**src/rtl/dmem_arb_pkg.sv**
```systemverilog
// Shared types and constants for the two-requester data-memory arbiter.
// The state encoding, the requester indices and the default memory size live here.
package dmem_arb_pkg;

  typedef enum logic {
    IDLE   = 1'b0,
    ACCESS = 1'b1
  } state_t;

  localparam logic CORE   = 1'b0;
  localparam logic LOADER = 1'b1;

  localparam int MEM_BYTES_DEFAULT = 1234;

endpackage

```
**src/rtl/dmem_arb_pick.sv**
```systemverilog
// Winner selection between core (0) and loader (1): fixed priority by default,
// round-robin with a last-granted register when DMEM_ARB_RR_EN is defined.
module dmem_arb_pick
  import dmem_arb_pkg::*;
(
`ifdef DMEM_ARB_RR_EN
  input  logic clk,
  input  logic reset,
  input  logic take,
`endif
  input  logic req0,
  input  logic req1,
  output logic win
);

`ifdef DMEM_ARB_RR_EN
  logic last_q;

  // Starts as "loader granted last" so the first tie after reset goes to the core.
  always_ff @(posedge clk or negedge reset) begin
    if (!reset) begin
      last_q <= LOADER;
    end else if (take) begin
      last_q <= win;
    end
  end

  always_comb begin
    // NOTE: every output of a combinational block gets a default first, so no path leaves it unassigned and no latch is inferred.
    win = CORE;
    if (req0 && req1) begin
      win = ~last_q;
    end else if (req1) begin
      win = LOADER;
    end
  end
`else
  always_comb begin
    win = CORE;
    if (req1 && !req0) begin
      win = LOADER;
    end
  end
`endif

endmodule

```
**src/rtl/dmem_arbiter.sv**
```systemverilog
// Two-port data-memory arbiter: IDLE samples requests, ACCESS drives one memory cycle.
// Define DMEM_ARB_RR_EN for round-robin arbitration instead of fixed core priority.
module dmem_arbiter
  import dmem_arb_pkg::*;
#(
  parameter int MEM_BYTES = MEM_BYTES_DEFAULT,
  parameter int ADDR_W    = 64,
  parameter int DATA_W    = 64
) (
  input  logic              clk,
  input  logic              reset,
  input  logic              req0,
  input  logic              req1,
  input  logic              we0,
  input  logic              we1,
  input  logic [ADDR_W-1:0] addr0,
  input  logic [ADDR_W-1:0] addr1,
  input  logic [DATA_W-1:0] wdata0,
  input  logic [DATA_W-1:0] wdata1,
  output logic              gnt0,
  output logic              gnt1,
  output logic              rvalid0,
  output logic              rvalid1,
  output logic [DATA_W-1:0] rdata0,
  output logic [DATA_W-1:0] rdata1,
  output logic              err0,
  output logic              err1,
  output logic [ADDR_W-1:0] Mem_Addr,
  output logic [DATA_W-1:0] Write_Data,
  output logic              MemWrite,
  output logic              MemRead,
  input  logic [DATA_W-1:0] Read_Data
);

  state_t            state, state_next;
  logic              any_req;
  logic              win;
  logic              win_we;
  logic              win_oor;
  logic [ADDR_W-1:0] win_addr;
  logic [DATA_W-1:0] win_wdata;
  logic [ADDR_W:0]   win_end;
  logic              owner;
  logic              acc_we;
  logic              acc_oor;

  assign any_req = req0 | req1;

`ifdef DMEM_ARB_RR_EN
  logic take;
  assign take = (state == IDLE) && any_req;
`endif

  dmem_arb_pick u_pick (
`ifdef DMEM_ARB_RR_EN
    .clk  (clk),
    .reset(reset),
    .take (take),
`endif
    .req0 (req0),
    .req1 (req1),
    .win  (win)
  );

  // One extra bit on the end address keeps addresses near the top of the range from wrapping into range.
  always_comb begin
    win_we    = (win == LOADER) ? we1    : we0;
    win_addr  = (win == LOADER) ? addr1  : addr0;
    win_wdata = (win == LOADER) ? wdata1 : wdata0;
    win_end   = {1'b0, win_addr} + (ADDR_W + 1)'(8);
    win_oor   = win_end > (ADDR_W + 1)'(MEM_BYTES);
  end

  always_ff @(posedge clk or negedge reset) begin
    if (!reset) begin
      state <= IDLE;
    end else begin
      state <= state_next;
    end
  end

  always_comb begin
    state_next = state;
    case (state)
      IDLE:    if (any_req) state_next = ACCESS;
      ACCESS:  state_next = IDLE;
      default: state_next = IDLE;
    endcase
  end

  // All pulses default low each cycle; only the IDLE->ACCESS edge and the ACCESS->IDLE edge raise them.
  always_ff @(posedge clk or negedge reset) begin
    if (!reset) begin
      owner      <= CORE;
      acc_we     <= 1'b0;
      acc_oor    <= 1'b0;
      gnt0       <= 1'b0;
      gnt1       <= 1'b0;
      err0       <= 1'b0;
      err1       <= 1'b0;
      rvalid0    <= 1'b0;
      rvalid1    <= 1'b0;
      MemWrite   <= 1'b0;
      MemRead    <= 1'b0;
      Mem_Addr   <= '0;
      Write_Data <= '0;
      rdata0     <= '0;
      rdata1     <= '0;
    end else begin
      // NOTE: sequential state uses non-blocking assignments so every register sees the pre-edge values of the others.
      gnt0     <= 1'b0;
      gnt1     <= 1'b0;
      err0     <= 1'b0;
      err1     <= 1'b0;
      rvalid0  <= 1'b0;
      rvalid1  <= 1'b0;
      MemWrite <= 1'b0;
      MemRead  <= 1'b0;
      case (state)
        IDLE: begin
          if (any_req) begin
            owner      <= win;
            acc_we     <= win_we;
            acc_oor    <= win_oor;
            Mem_Addr   <= win_addr;
            Write_Data <= win_wdata;
            MemWrite   <= win_we & ~win_oor;
            MemRead    <= ~win_we & ~win_oor;
            gnt0       <= (win == CORE);
            gnt1       <= (win == LOADER);
            err0       <= (win == CORE) & win_oor;
            err1       <= (win == LOADER) & win_oor;
          end
        end
        ACCESS: begin
          if (!acc_we) begin
            if (owner == CORE) begin
              rdata0  <= acc_oor ? '0 : Read_Data;
              rvalid0 <= 1'b1;
            end else begin
              rdata1  <= acc_oor ? '0 : Read_Data;
              rvalid1 <= 1'b1;
            end
          end
        end
        default: ;
      endcase
    end
  end

endmodule

```
**config.mk**
```make
export PLATFORM = sky130hd
export DESIGN_NAME = dmem_arbiter
export DESIGN_NICKNAME = d
export VERILOG_FILES = /design/src/rtl/dmem_arb_pkg.sv /design/src/rtl/dmem_arb_pick.sv /design/src/rtl/dmem_arbiter.sv
export SDC_FILE = /design/constraint.sdc
export NUM_CORES = 1
export LEC_CHECK = 0
export BUFFER_PORTS_ARGS = -buffer_cell sky130_fd_sc_hd__buf_2
export CAP_MARGIN = 10
export CELL_PAD_IN_SITES_DETAIL_PLACEMENT = 1
export CELL_PAD_IN_SITES_GLOBAL_PLACEMENT = 1
export CORE_AREA = 2 2 230 232
export CTS_CLUSTER_SIZE = 12
export DETAILED_ROUTE_END_ITERATION = 16
export DIE_AREA = 0 0 232 234
export MAX_ROUTING_LAYER = met4
export PLACE_DENSITY = 0.71
export SLEW_MARGIN = 10
export SYNTH_ARGS = -nofsm -noshare
export SYNTH_HDL_FRONTEND = slang
export SYNTH_SLANG_ARGS = --single-unit
```
**constraint.sdc**
```tcl
create_clock -name clk -period 5.7 [get_ports clk]
set_input_delay 0.57 -clock clk [delete_from_list [all_inputs] [get_ports clk]]
set_output_delay 0.57 -clock clk [all_outputs]
set_load 0.02 [all_outputs]
```
# Yosys cells after proc, flatten, opt, wreduce, memory -nomap -nowiden
# Index checks and enable logic that the tools add are counted.
dict set report op_classes {
  addsub 1
  n_lt_le_gt_ge 1
  mux 25
  bitwise_logic 11
  reduce_logical 5
}
# op count
set ops {}
lappend ops {{$mux W64} 3}
lappend ops {{$add A64 B4 Y65 const B} 1}
lappend ops {{$gt A65 B11 Y1 const B} 1}
lappend ops {{$mux W1} 21}
lappend ops {{$not A1 Y1} 6}
lappend ops {{$reduce_and A3 Y1} 2}
lappend ops {{$and A1 B1 Y1} 4}
lappend ops {{$pmux W1 S2} 1}
lappend ops {{$reduce_and A2 Y1} 1}
lappend ops {{$logic_and A1 B1 Y1} 1}
lappend ops {{$logic_not A1 Y1} 1}
lappend ops {{$or A1 B1 Y1} 1}
dict set report totals {
  register_bits 268
  inputBits 326
  output_inout_bits 264
  word_cells 59
}

# Depth between registers and ports, before layout
# Gate-level depths: netlist (run 1).
dict set report depth {
  word_depth 10
  ltp_mapped 21
  mapped_depth_nobuf 14
}

# By module
# From an unflattened synthesis (run 1), not the netlist that was laid out.
dict set report hier_totals {
  hier_cells 1462
  area_unflattened_um2 13489.2
}
# module n_inst cells_each area_per_inst_um2 seq_area_each_um2
set by_module_without_submodules {}
lappend by_module_without_submodules {dmem_arbiter 1 1461 13475.4 6706.4}
lappend by_module_without_submodules {dmem_arb_pick 1 1 13.8 0.0}

# Worst setup path after synthesis (run 1)
# Ideal clock, no wire load.
dict set report synth_path {
  path_type {in2reg}
  from {input port req0}
  to {register MemWrite}
  setup_ns 0.080
  arrival_time_ns 4.866
  required_ns 5.620
  slack_ns 0.754
  cell_stages 20
  n_path_buf 6
  cell_sequence {and2b_1 buf_2 buf_2 buf_2 buf_4 buf_2 buf_2 mux2i_1 inv_1 ha_1 nand2_1 mux2i_1 and4_1 nor4b_4 mux2i_1 a31o_1 or4_4 nor4_2 and4_4 nor3b_2}
}
dict set report synth_between {
  elab_chain_cells 10
  elab_cells_between_ends 12
  cone_classes {1 x add/sub; 1 x order compare; 5 x mux; 3 x bitwise; 2 x reduce/logical}
}
# item line_no
set synth_rtl {}
lappend synth_rtl {{from (decl)} dmem_arbiter.sv:12} ;# input logic req0,
lappend synth_rtl {{$logic_not A1 Y1} dmem_arb_pick.sv:40} ;# if (req1 && !req0) begin
lappend synth_rtl {{$logic_and A1 B1 Y1} dmem_arb_pick.sv:40}
lappend synth_rtl {{$mux W1} dmem_arb_pick.sv:40}
lappend synth_rtl {{$mux W64} dmem_arbiter.sv:68} ;# win_addr = (win == LOADER) ? addr1 : addr0;
lappend synth_rtl {{net win_addr[4]} dmem_arbiter.sv:40} ;# logic [ADDR_W-1:0] win_addr;
lappend synth_rtl {{$add A64 B4 Y65} dmem_arbiter.sv:70} ;# win_end = {1'b0, win_addr} + (ADDR_W + 1)'(8);
lappend synth_rtl {{$gt A65 B11 Y1} dmem_arbiter.sv:71} ;# win_oor = win_end > (ADDR_W + 1)'(MEM_BYTES);
lappend synth_rtl {{$not A1 Y1} dmem_arbiter.sv:127} ;# MemWrite <= win_we & ~win_oor;
lappend synth_rtl {{$and A1 B1 Y1} dmem_arbiter.sv:127}
lappend synth_rtl {{$mux W1} dmem_arbiter.sv:121} ;# if (any_req) begin
lappend synth_rtl {{$mux W1} dmem_arbiter.sv:119} ;# case (state)
lappend synth_rtl {{to (signal assigned)} dmem_arbiter.sv:127}
lappend synth_rtl {{to (decl)} dmem_arbiter.sv:30} ;# output logic MemWrite,
# The timed path passes the listed nets, and every way through them passes these cells.
# A chain may end at the register's enable or synchronous reset.

# Worst setup path after layout (run 1)
dict set report layout_path {
  from {input port req0}
  to {register MemRead}
}
dict set report layout_between {
  elab_chain_cells 10
  elab_cells_between_ends 13
  cone_classes {1 x add/sub; 1 x order compare; 5 x mux; 4 x bitwise; 2 x reduce/logical}
}
# item line_no
set layout_rtl {}
lappend layout_rtl {{$logic_not A1 Y1} dmem_arb_pick.sv:40}
lappend layout_rtl {{$logic_and A1 B1 Y1} dmem_arb_pick.sv:40}
lappend layout_rtl {{$mux W1} dmem_arb_pick.sv:40}
lappend layout_rtl {{$mux W64} dmem_arbiter.sv:68}
lappend layout_rtl {{$add A64 B4 Y65} dmem_arbiter.sv:70}
lappend layout_rtl {{$gt A65 B11 Y1} dmem_arbiter.sv:71}
lappend layout_rtl {{$not A1 Y1} dmem_arbiter.sv:128} ;# MemRead <= ~win_we & ~win_oor;
lappend layout_rtl {{$and A1 B1 Y1} dmem_arbiter.sv:128}
lappend layout_rtl {{$mux W1 (*)} dmem_arbiter.sv:121}
lappend layout_rtl {{$mux W1 (*)} dmem_arbiter.sv:119}
lappend layout_rtl {{to (signal assigned)} dmem_arbiter.sv:128}
lappend layout_rtl {{to (decl)} dmem_arbiter.sv:31} ;# output logic MemRead,
# Mark *: on every way between the ends. The rest lies on a longest branch, timed or not.

==> reports/metrics.csv, run 1 <==
metric,value,unit
outcome,"complete, no violations",
vias per inst,5.04,
fin crit period,4.34,ns
CP required,6.16,ns
crit end category,register,
Synth Flop Type,dfrtp_1,
Die Area,0.0543,mm²
"Data arrival, critical path",4.80,ns
DRC,0,
Critical R2R Capture,rdata0[42]$_DFFE_PN0P_,
final setup fails,0,
Worst slew margin,26.6,%
CP startpoint kind,input port,
Die Y,234,µm
first-pass GRT wire length,87000,µm
Yosys cell types,66,
P_leak,0.00894,µW
CTS Root Cell,clkbuf_16,
number of port buffers,589,
CTS tree,done,
RSZ-0062 raised after global routing,false,
Critical Path Fanout Max,59,
highest clock rate,0.230,GHz
Worst R2R Path Depth,5,
row count,84,
drt first pass iters,5,
worst reg2reg startpoint,state$_DFF_PN0_,
Total Nets Final,2359,
total grt overflow,0,
final WL,58600,µm
H-Tree Depth,2,
Max-Cap Viols,0,
TritonCTS buffer count,34,
largest net degree at the start of global routing,143,
share of layout cells above drive strength 1,33.6,%
synth-to-layout area growth,34.3,%
Final HPWL DP,44300,µm
Gate Count Post-Synth,1495,
total negative slack,0,ns
I/O pin cnt,590,
core region area,0.0520,mm²
clk buf depth,3,
PwrDens,332,mW/mm²
yosys warns,0,
Setup Skew,0.0228,ns
hold depth,3,
DR vias,13900,
PostCTS Resize Cnt,0,
Slew @ Worst Pin,1.10,ns
Final Core Density,35.4,%
Max rail drop VDD,0.201,mV
Final ANT Viol Nets,0,
Wirelength per Cell,21.3,µm
clk sinks,268,
Post-CTS Hold Buffers,1,
number of DRC markers in iteration 0,730,
"Net Count, Synth",1824,
Clock transition at path regs,0.06,ns
register area share after synthesis,48.9,%
Worst Hold Class,input port to register,
Hold Startpoint,wdata0[7],
Post-synth ARST share,100,%
# fillers,6301,
Setup CP Type,input port to register,
setup fix buffers added after clock tree synthesis,0,
placed insts,2681,
Slew Limit Fails,0,
synthesized flop and latch total,268,
fin area,0.0184,mm²
final hold vios,0,
post-route clock period utilization,76.1,%
"Cell Count, Final, Fillers Out",2750,
WHS Endpoint,Write_Data[7]$_DFFE_PN0P_,
synthesized area,0.0137,mm²
vias in the first global route,14500,
effective utilization at floorplan,26.4,%
Post-synth EDFFs,0,
Total GRT Usage,21.3,%
post-layout total power,6120,µW
R2R Setup Slk,2.91,ns
Syn Area/Cell,9.18,µm²
Skew-Pair Late Insertion Delay,0.53,ns
die width,232,µm
initial antenna violation count,7,
RD Place Congestion,0.873,
Placed Instance Area,0.0172,mm²
-- state kept, by name, indices dropped and copies added (netlist names) --
name,flops
MemRead,1
acc_oor,1
owner,1
err1,1
state,1
Mem_Addr,64
acc_we,1
rdata1,64
rvalid0,1
rdata0,64
MemWrite,1
gnt1,1
rvalid1,1
err0,1
Write_Data,64
gnt0,1
-- cell families (layout without fill, tap and decap cells) --
kind of cell / Yosys count / in the layout / share of synthesized area, %
adders and majority gates: 3 / 3 / 0.274
other: 0 / 7 / 0
AOI/OAI and AO/OA: 452 / 452 / 19.7
buffers and inverters: 117 / 677 / 3.60
and+or+nand+nor: 529 / 529 / 18.3
xor gates and xnor gates: 29 / 29 / 1.85
DFF: 268 / 268 / 48.9
muxes: 97 / 97 / 7.33
-- synth_stat cells, types with 9 or more instances --
cell type,instances,area [µm²]
nand2_1,295,1110
xnor2_1,17,149
mux2i_1,84,841
buf_2,10,50.1
o211ai_1,9,67.6
dfrtp_1,268,6710
clkbuf_1,85,319
a22oi_1,127,953
o21ai_0,254,1270
nor4_1,9,56.3
nand3_1,25,125
nand2b_1,69,432
a21oi_1,21,105
mux2_2,9,101
xor2_1,12,105
nand4_1,15,93.8
nor3_1,21,105
nor2_1,34,128
inv_1,13,48.8
a31oi_1,13,81.3
and3_1,24,150
-- layout by cell type, fill, tap and decap left out, types with 4 or more instances in the layout --
cell type / Yosys / layout
o22ai_1: 4 / 4
nand4_1: 15 / 15
xor2_1: 12 / 12
o21ai_0: 254 / 254
nand2_1: 295 / 295
diode_2: 0 / 7
a21oi_1: 21 / 21
dfrtp_1: 268 / 266
and3_1: 24 / 24
bufinv_16: 0 / 4
mux2i_1: 84 / 84
and2_1: 4 / 4
xnor2_1: 17 / 17
inv_1: 13 / 11
nor2_1: 34 / 33
clkbuf_16: 0 / 34
a22oi_1: 127 / 127
buf_2: 10 / 588
nor4_1: 9 / 9
nor3_1: 21 / 21
clkbuf_1: 85 / 8
o211ai_1: 9 / 9
a31oi_1: 13 / 13
nand2b_1: 69 / 68
nor3b_1: 6 / 6
nand3_1: 25 / 25
clkbuf_8: 0 / 6
buf_4: 3 / 11
mux2_2: 9 / 9
-- layer usage --
metal | global-route usage [%] | vias up | part of all wire (%)
met4 | 6.93 | 0 | 3.0
li1 | - | 6400 | -
met2 | 35.3 | 458 | 49
met3 | 4.68 | 94 | 6.1
met1 | 25.8 | 6919 | 42
met5 | - | - | 0
-- cell type report --
| type | instances | area [µm²] | area share, % |
|---|---|---|---|
| multi-input cells | 1110 | 6540 | 35.5 |
| clock inverters | 13 | 193 | 1.05 |
| flip-flops and latches | 268 | 6710 | 36.4 |
| diodes | 7 | 17.5 | 0.0951 |
| clock buffers | 48 | 963 | 5.23 |
| well taps | 688 | 861 | 4.67 |
| inverters | 13 | 48.8 | 0.265 |
| repair buffers | 603 | 3090 | 16.8 |
-- through the flow --
step                      hold slack (ns)  worst slack [ns]
final                               0.264              1.36
after global routing                0.248              1.05
after CTS                           0.223              1.36
after detailed placement            0.465             0.764
after global placement              0.457             0.932
after floorplan                     0.274             0.754
-- how the worst max path moves through the flow --
| stage | startpoint | end |
|---|---|---|
| 4_1_cts | req0 | MemRead$_DFF_PN0_ |
| 3_5_place_dp | req0 | MemRead$_DFF_PN0_ |
| 3_3_place_gp | req0 | acc_oor$_DFFE_PN0P_ |
| 6_report | req0 | MemRead$_DFF_PN0_ |
| 5_1_grt | req0 | acc_oor$_DFFE_PN0P_ |
| 2_1_floorplan | req0 | MemWrite$_DFF_PN0_ |
-- critical path, stage by stage --
cell and delay, ns:
buf_2 0.14, nand2b_4 0.25, buf_4 0.62, mux2i_1 0.44, and4_1 0.52, nor4b_4 0.65, mux2i_1 0.16, a31o_1 0.21
or4_4 0.48, nor4_2 0.24, and4_4 0.30, and3_1 0.17
-- report_power, final --
group          internal [µW]  switching (µW)
sequential              2170             176
clock                   1370             877
combinational            498            1030
total                   4040            2080
Note: power is estimated with default switching activity, not from simulation.
==> run 2: changes to the inputs <==
PLACE_DENSITY = 0.74   (was 0.71)
clock period = 3.6 ns   (was 5.7 ns; I/O delays follow)
==> run 2 against run 1 <==
Against the previous run: worst hold slack got worse by 0.20 ns; via count increased by 2.4%; die area unchanged; utilization increased by 1.4 points; largest power group unchanged; setup slack got worse by 0.85 ns.
==> reports/metrics.csv, run 2 (same netlist as run 1, synthesis figures left out) <==
metric,value,unit,change
number of DRC markers in iteration 0,739,,+1.2%
initial antenna violation count,5,,-2
P_leak,0.00940,µW,+5.2%
outcome,"complete, no violations",,
# fillers,6312,,+0.17%
PostCTS Resize Cnt,0,,unchanged
DR vias,14200,,+2.4%
post-route clock period utilization,86.0,%,
DRC,0,,unchanged
total grt overflow,0,,unchanged
Worst Setup Slack post-DPL,-0.0105,ns,-0.774 ns
Worst slew margin,24.2,%,-2.4 points
Skew-Pair Late Insertion Delay,0.52,ns,about the same
number of port buffers,589,,unchanged
vias in the first global route,14800,,+1.9%
Setup WS post-layout,0.506,ns,-0.854 ns
Max-Cap Viols,0,,unchanged
FF+latch area,0.00671,mm²,unchanged
largest net degree at the start of global routing,115,,-20%
fin area,0.0191,mm²,+3.9%
"commonest non-fill, non-tap cells in the layout","588 x buf_2, 295 x nand2_1, 266 x dfrtp_1",,
"most common cell after layout, fill and taps aside",buf_2,,
CP required,4.05,ns,-2.11 ns
multi-input logic area,0.00655,mm²,+0.15%
"Data arrival, critical path",3.54,ns,-1.26 ns
TritonCTS buffer count,35,,+2.9%
clk buf depth,3,,unchanged
CTS Root Cell,clkbuf_16,,
row count,84,,unchanged
Wirelength per Cell,21.1,µm,-1.2%
Setup CP Type,input port to register,,
crit end category,register,,
Die Y,234,µm,unchanged
RD Place Congestion,0.900,,+3.1%
vias per inst,5.01,,-0.71%
first-pass GRT wire length,88700,µm,+2.0%
total negative slack,0,ns,unchanged
Setup Skew,0.0148,ns,-0.00803 ns
Worst Hold Class,input port to register,,
synth-to-layout area growth,39.5,%,
I/O pin cnt,590,,unchanged
CTS tree,done,,
Max rail drop VDD,0.253,mV,+26%
Placed Instance Area,0.0180,mm²,+4.5%
core region area,0.0520,mm²,unchanged
effective utilization at floorplan,26.4,%,unchanged
highest clock rate,0.323,GHz,
Critical Path Fanout Max,26,,-56%
final hold vios,0,,unchanged
die width,232,µm,unchanged
PwrDens,505,mW/mm²,+52%
drt first pass iters,5,,unchanged
H-Tree Depth,2,,unchanged
Clock transition at path regs,0.06,ns,about the same
Slew @ Worst Pin,1.14,ns,+0.0365 ns
RSZ-0062 raised after global routing,false,,
Final HPWL DP,46200,µm,+4.3%
Total Nets Final,2451,,+3.9%
share of layout cells above drive strength 1,36.7,%,+3.1 points
Slew Limit Fails,0,,unchanged
final WL,59700,µm,+1.9%
clk sinks,268,,unchanged
Final ANT Viol Nets,0,,unchanged
final setup fails,0,,unchanged
fin crit period,3.09,ns,
Die Area,0.0543,mm²,unchanged
Total GRT Usage,21.7,%,+0.39 points
CP startpoint kind,input port,,
## run 2: area by class of cell
| class | count | share of cell area, % |
|---|---|---|
| Tap cell | 688 | 4.50 |
| Clock inverter | 12 | 0.497 |
| Antenna cell | 2 | 0.0262 |
| Timing Repair Buffer | 694 | 20.1 |
| Clock buffer | 49 | 5.32 |
| Inverter | 13 | 0.255 |
| Sequential cell | 268 | 35.1 |
| Multi-Input combinational cell | 1110 | 34.2 |
## run 2: power by group
group          internal [µW]  leakage, µW  switching (µW)
Clock                   2040     0.000557            1380
Combinational            865      0.00537            1640
Sequential              3440      0.00348             292
Total                   6350      0.00940            3310
## run 2: through the flow
step / hold WS, ns / cells / util, % / power (µW)
6_report: 0.0626 / 2836 / 36.8 / 9660
5_1_grt: 0.0343 / 2836 / 36.8 / 10200
4_1_cts: 0.0198 / 2834 / 36.8 / 9800
3_5_place_dp: 0.467 / 2772 / 34.6 / 6310
3_3_place_gp: 0.457 / 2772 / 34.6 / 6230
2_1_floorplan: 0.0644 / 1495 / - / 5060
## run 2: routing by layer
layer	routed length, µm	GRT usage, %	vias to the layer above
met3	3390	4.00	77
li1	-	-	6604
met2	29500	36.5	469
met5	0	-	-
met4	1280	5.23	0
met1	25500	27.0	7053
## run 2: repair_timing
action,CTS,global route
setup buffers,0,0
hold buffers,1,0
endpoints found under the hold margin,106,0
## run 2: worst paths after layout
| check | endpoint | startpoint | slack [ns] | depth (start not counted) |
|---|---|---|---|---|
| max | MemWrite$_DFF_PN0_ | req0 | 0.51 | 15 |
| min | Write_Data[44]$_DFFE_PN0P_ | wdata0[44] | 0.06 | 3 |
| max reg2reg | rdata1[37]$_DFFE_PN0P_ | state$_DFF_PN0_ | 1.22 | 4 |
| min reg2reg | Mem_Addr[2]$_DFFE_PN0P_ | Mem_Addr[2]$_DFFE_PN0P_ | 0.47 | 2 |
| max in group asynchronous | rdata0[47]$_DFFE_PN0P_ | reset | 2.05 | 3 |
| min in group asynchronous | Write_Data[17]$_DFFE_PN0P_ | reset | 0.52 | 2 |
## run 2: critical path: stages
cell	delay, ns
buf_2	0.12
and2b_4	0.25
buf_4	0.23
buf_12	0.22
buf_4	0.18
mux2i_1	0.27
nor2_1	0.11
a2111oi_0	0.42
buf_4	0.18
nand2b_1	0.04
a2111oi_0	0.32
nand4_1	0.18
nor4_2	0.17
and4_4	0.30
nor3b_2	0.16
==> run 3: changes to the inputs <==
ABC_AREA = 1   (was unset)
CAP_MARGIN = 0   (was 10)
CORE_AREA = 2 2 232 234   (was 2 2 230 232)
DIE_AREA = 0 0 234 236   (was 0 0 232 234)
PLACE_DENSITY = 0.79   (was 0.74)
==> run 3 against run 2 <==
Against the previous run: flip-flop and latch count unchanged; critical endpoint is now acc_oor$_DFFE_PN0P_; worst hold slack improved by 0.031 ns; non-clock buffer count decreased by 55.
==> reports/metrics.csv, run 3 <==
metric,value,unit,change
outcome,"complete, no violations",,
first-pass GRT wire length,106000,µm,+19%
Placed Instance Area,0.0191,mm²,+6.0%
Yosys cell types,33,,-50%
largest net degree at the start of global routing,98,,-15%
Skew-Pair Late Insertion Delay,0.54,ns,+0.02 ns
Synth Flop Type,dfrtp_1,,
Worst slew margin,34.1,%,+9.9 points
clk buf depth,3,,unchanged
crit end category,register,,
Total Nets Final,2958,,+21%
worst hold slack,0.0940,ns,+0.0314 ns
synthesized area,0.0152,mm²,+11%
placed insts,3288,,+19%
Post-synth ARST share,100,%,unchanged
"commonest non-fill, non-tap cells in the layout","625 x nand2_1, 588 x buf_2, 290 x nor2_1",,
clk sinks,268,,unchanged
largest area contributor in the netlist,dfrtp_1,,
Setup Skew,0.0233,ns,+0.00846 ns
Worst Hold Class,input port to register,,
core region area,0.0531,mm²,+2.0%
die width,234,µm,+0.86%
drt first pass iters,5,,unchanged
Die Area,0.0552,mm²,+1.7%
PwrDens,624,mW/mm²,+24%
final WL,72000,µm,+21%
effective utilization at floorplan,28.7,%,+2.3 points
Slew @ Worst Pin,0.988,ns,-0.149 ns
P_leak,0.0110,µW,+17%
yosys warns,0,,unchanged
share of layout cells above drive strength 1,33.6,%,-3.1 points
register area share after synthesis,44.1,%,-4.8 points
fin crit period,2.97,ns,-0.128 ns
RSZ-0062 raised after global routing,false,,
number of port buffers,589,,unchanged
vias per inst,4.78,,-4.6%
RD Place Congestion,0.943,,+4.8%
DR vias,16100,,+13%
Total GRT Usage,26.2,%,+4.6 points
highest clock rate,0.337,GHz,+4.3%
synth-to-layout area growth,33.5,%,
TritonCTS buffer count,34,,-2.9%
CP required,4.01,ns,-0.04 ns
hold depth,3,,unchanged
number of DRC markers in iteration 0,727,,-1.6%
Setup CP Type,input port to register,,
Final ANT Viol Nets,0,,unchanged
most frequent cell after synthesis,nand2_1,,
"most common cell after layout, fill and taps aside",nand2_1,,
Clock transition at path regs,0.06,ns,about the same
"Cell Count, Final, Fillers Out",3366,,+19%
Max rail drop VDD,0.330,mV,+30%
Post-synth EDFFs,0,,unchanged
setup fix buffers added after clock tree synthesis,0,,unchanged
CP startpoint kind,input port,,
"Net Count, Synth",2373,,+30%
post-route clock period utilization,82.4,%,-3.6 points
Wirelength per Cell,21.4,µm,+1.6%
commonest cells in the netlist,"625 x nand2_1, 290 x nor2_1, 268 x dfrtp_1",,
Max-Cap Viols,0,,unchanged
CTS tree,done,,
Critical Path Fanout Max,45,,+73%
vias in the first global route,16900,,+14%
Slew Limit Fails,0,,unchanged
CTS Root Cell,clkbuf_16,,
"Data arrival, critical path",3.38,ns,-0.16 ns
row count,85,,+1.2%
final hold vios,0,,unchanged
synthesized flop and latch total,268,,unchanged
total grt overflow,0,,unchanged
Synth top area share,44.1,%,-4.8 points
Syn Area/Cell,7.45,µm²,-19%
largest cells by area after synthesis,"dfrtp_1 44%, nand2_1 15%, mux2_2 9.5%",,
DRC,0,,unchanged
Worst R2R Path Depth,6,,+2
initial antenna violation count,22,,+17
I/O pin cnt,590,,unchanged
Gate Count Post-Synth,2044,,+37%
final setup fails,0,,unchanged
fin area,0.0203,mm²,+6.1%
Final HPWL DP,57800,µm,+25%
Die Y,236,µm,+0.85%
H-Tree Depth,2,,unchanged
total negative slack,0,ns,unchanged
## run 3: cell count changes in the layout (fill, tap and decap cells not counted), sizes merged, moves of 57 or more
cell	change
nand2	+352
nor2	+286
inv	+207
a22oi	-127
mux2	+119
mux2i	-88
nand2b	-69
nand3	+57
## run 3: per-stage QoR
step                      util, %  setup WS, ns  power [µW]
after floorplan                 -          1.03        6990
after global placement       36.0        0.0512        8980
after detailed placement     36.0        0.0427        9140
after CTS                    38.2         0.613       12800
after global routing         38.3         0.421       13300
final                        38.3         0.634       12700
## run 3: cell type report
class / count / area [µm²]
Clock inverter: 7 / 154
Fill cell: 6778 / 32800
Multi-Input combinational cell: 1465 / 7240
Sequential cell: 268 / 6710
Tap cell: 696 / 871
Antenna cell: 20 / 50.0
Inverter: 221 / 837
Clock buffer: 50 / 1000
Timing Repair Buffer: 639 / 3450
## run 3: where the power goes
group          internal, µW  switching (µW)
clock network          2220            1360
logic                  1580            3040
registers              3930             562
total                  7720            4960
## run 3: worst paths after layout
check	from	end	slack, ns
max in group asynchronous	reset	rdata1[27]$_DFFE_PN0P_	2.30
hold / removal	wdata1[34]	Write_Data[34]$_DFFE_PN0P_	0.09
min in group asynchronous	reset	Mem_Addr[5]$_DFFE_PN0P_	0.35
setup reg to reg	state$_DFF_PN0_	Write_Data[62]$_DFFE_PN0P_	1.41
hold reg to reg	Mem_Addr[45]$_DFFE_PN0P_	Mem_Addr[45]$_DFFE_PN0P_	0.47
setup / recovery	req0	acc_oor$_DFFE_PN0P_	0.63
## run 3: what timing repair did
| item | 4_1_cts | 5_1_grt |
|---|---|---|
| gates resized for setup | 0 | 0 |
| hold buffers | 1 | 0 |
| endpoints found under the hold margin | 45 | 0 |
## run 3: kinds of logic (layout without fill, tap and decap cells)
family / Yosys count / count (layout) / share of synthesized area, %
XOR/XNOR: 2 / 2 / 0.115
buffers and inverters: 311 / 917 / 8.48
AO/OA/AOI/OAI: 246 / 246 / 8.23
adder cells (fa/ha/maj): 3 / 3 / 0.247
AND/OR/NAND/NOR: 1086 / 1086 / 29.4
other: 0 / 20 / 0
flip-flops: 268 / 268 / 44.1
multiplexers: 128 / 128 / 9.47
## run 3: per-layer routing
metal / vias to the layer above / GRT usage, % / share of wire, %
li1: 7606 / - / -
met2: 567 / 43.0 / 48
met4: 0 / 11.3 / 4.6
met3: 149 / 6.33 / 6.4
met1: 7757 / 30.5 / 41
met5: - / - / 0
## run 3: worst max-delay path: stages
cell     delay [ns]
buf_2          0.14
inv_4          0.07
nand2_8        0.15
buf_12         0.24
nand2_1        0.11
nand2_2        0.12
ha_1           0.19
inv_1          0.07
nor2_2         0.13
nand2_1        0.11
nor2_1         0.46
and2_1         0.24
nand2_1        0.06
nand2_1        0.06
nand3_1        0.11
nor2_1         0.18
nand2_1        0.13
nor2_2         0.14
nand3_2        0.14
nand2_1        0.09
nand2_1        0.06
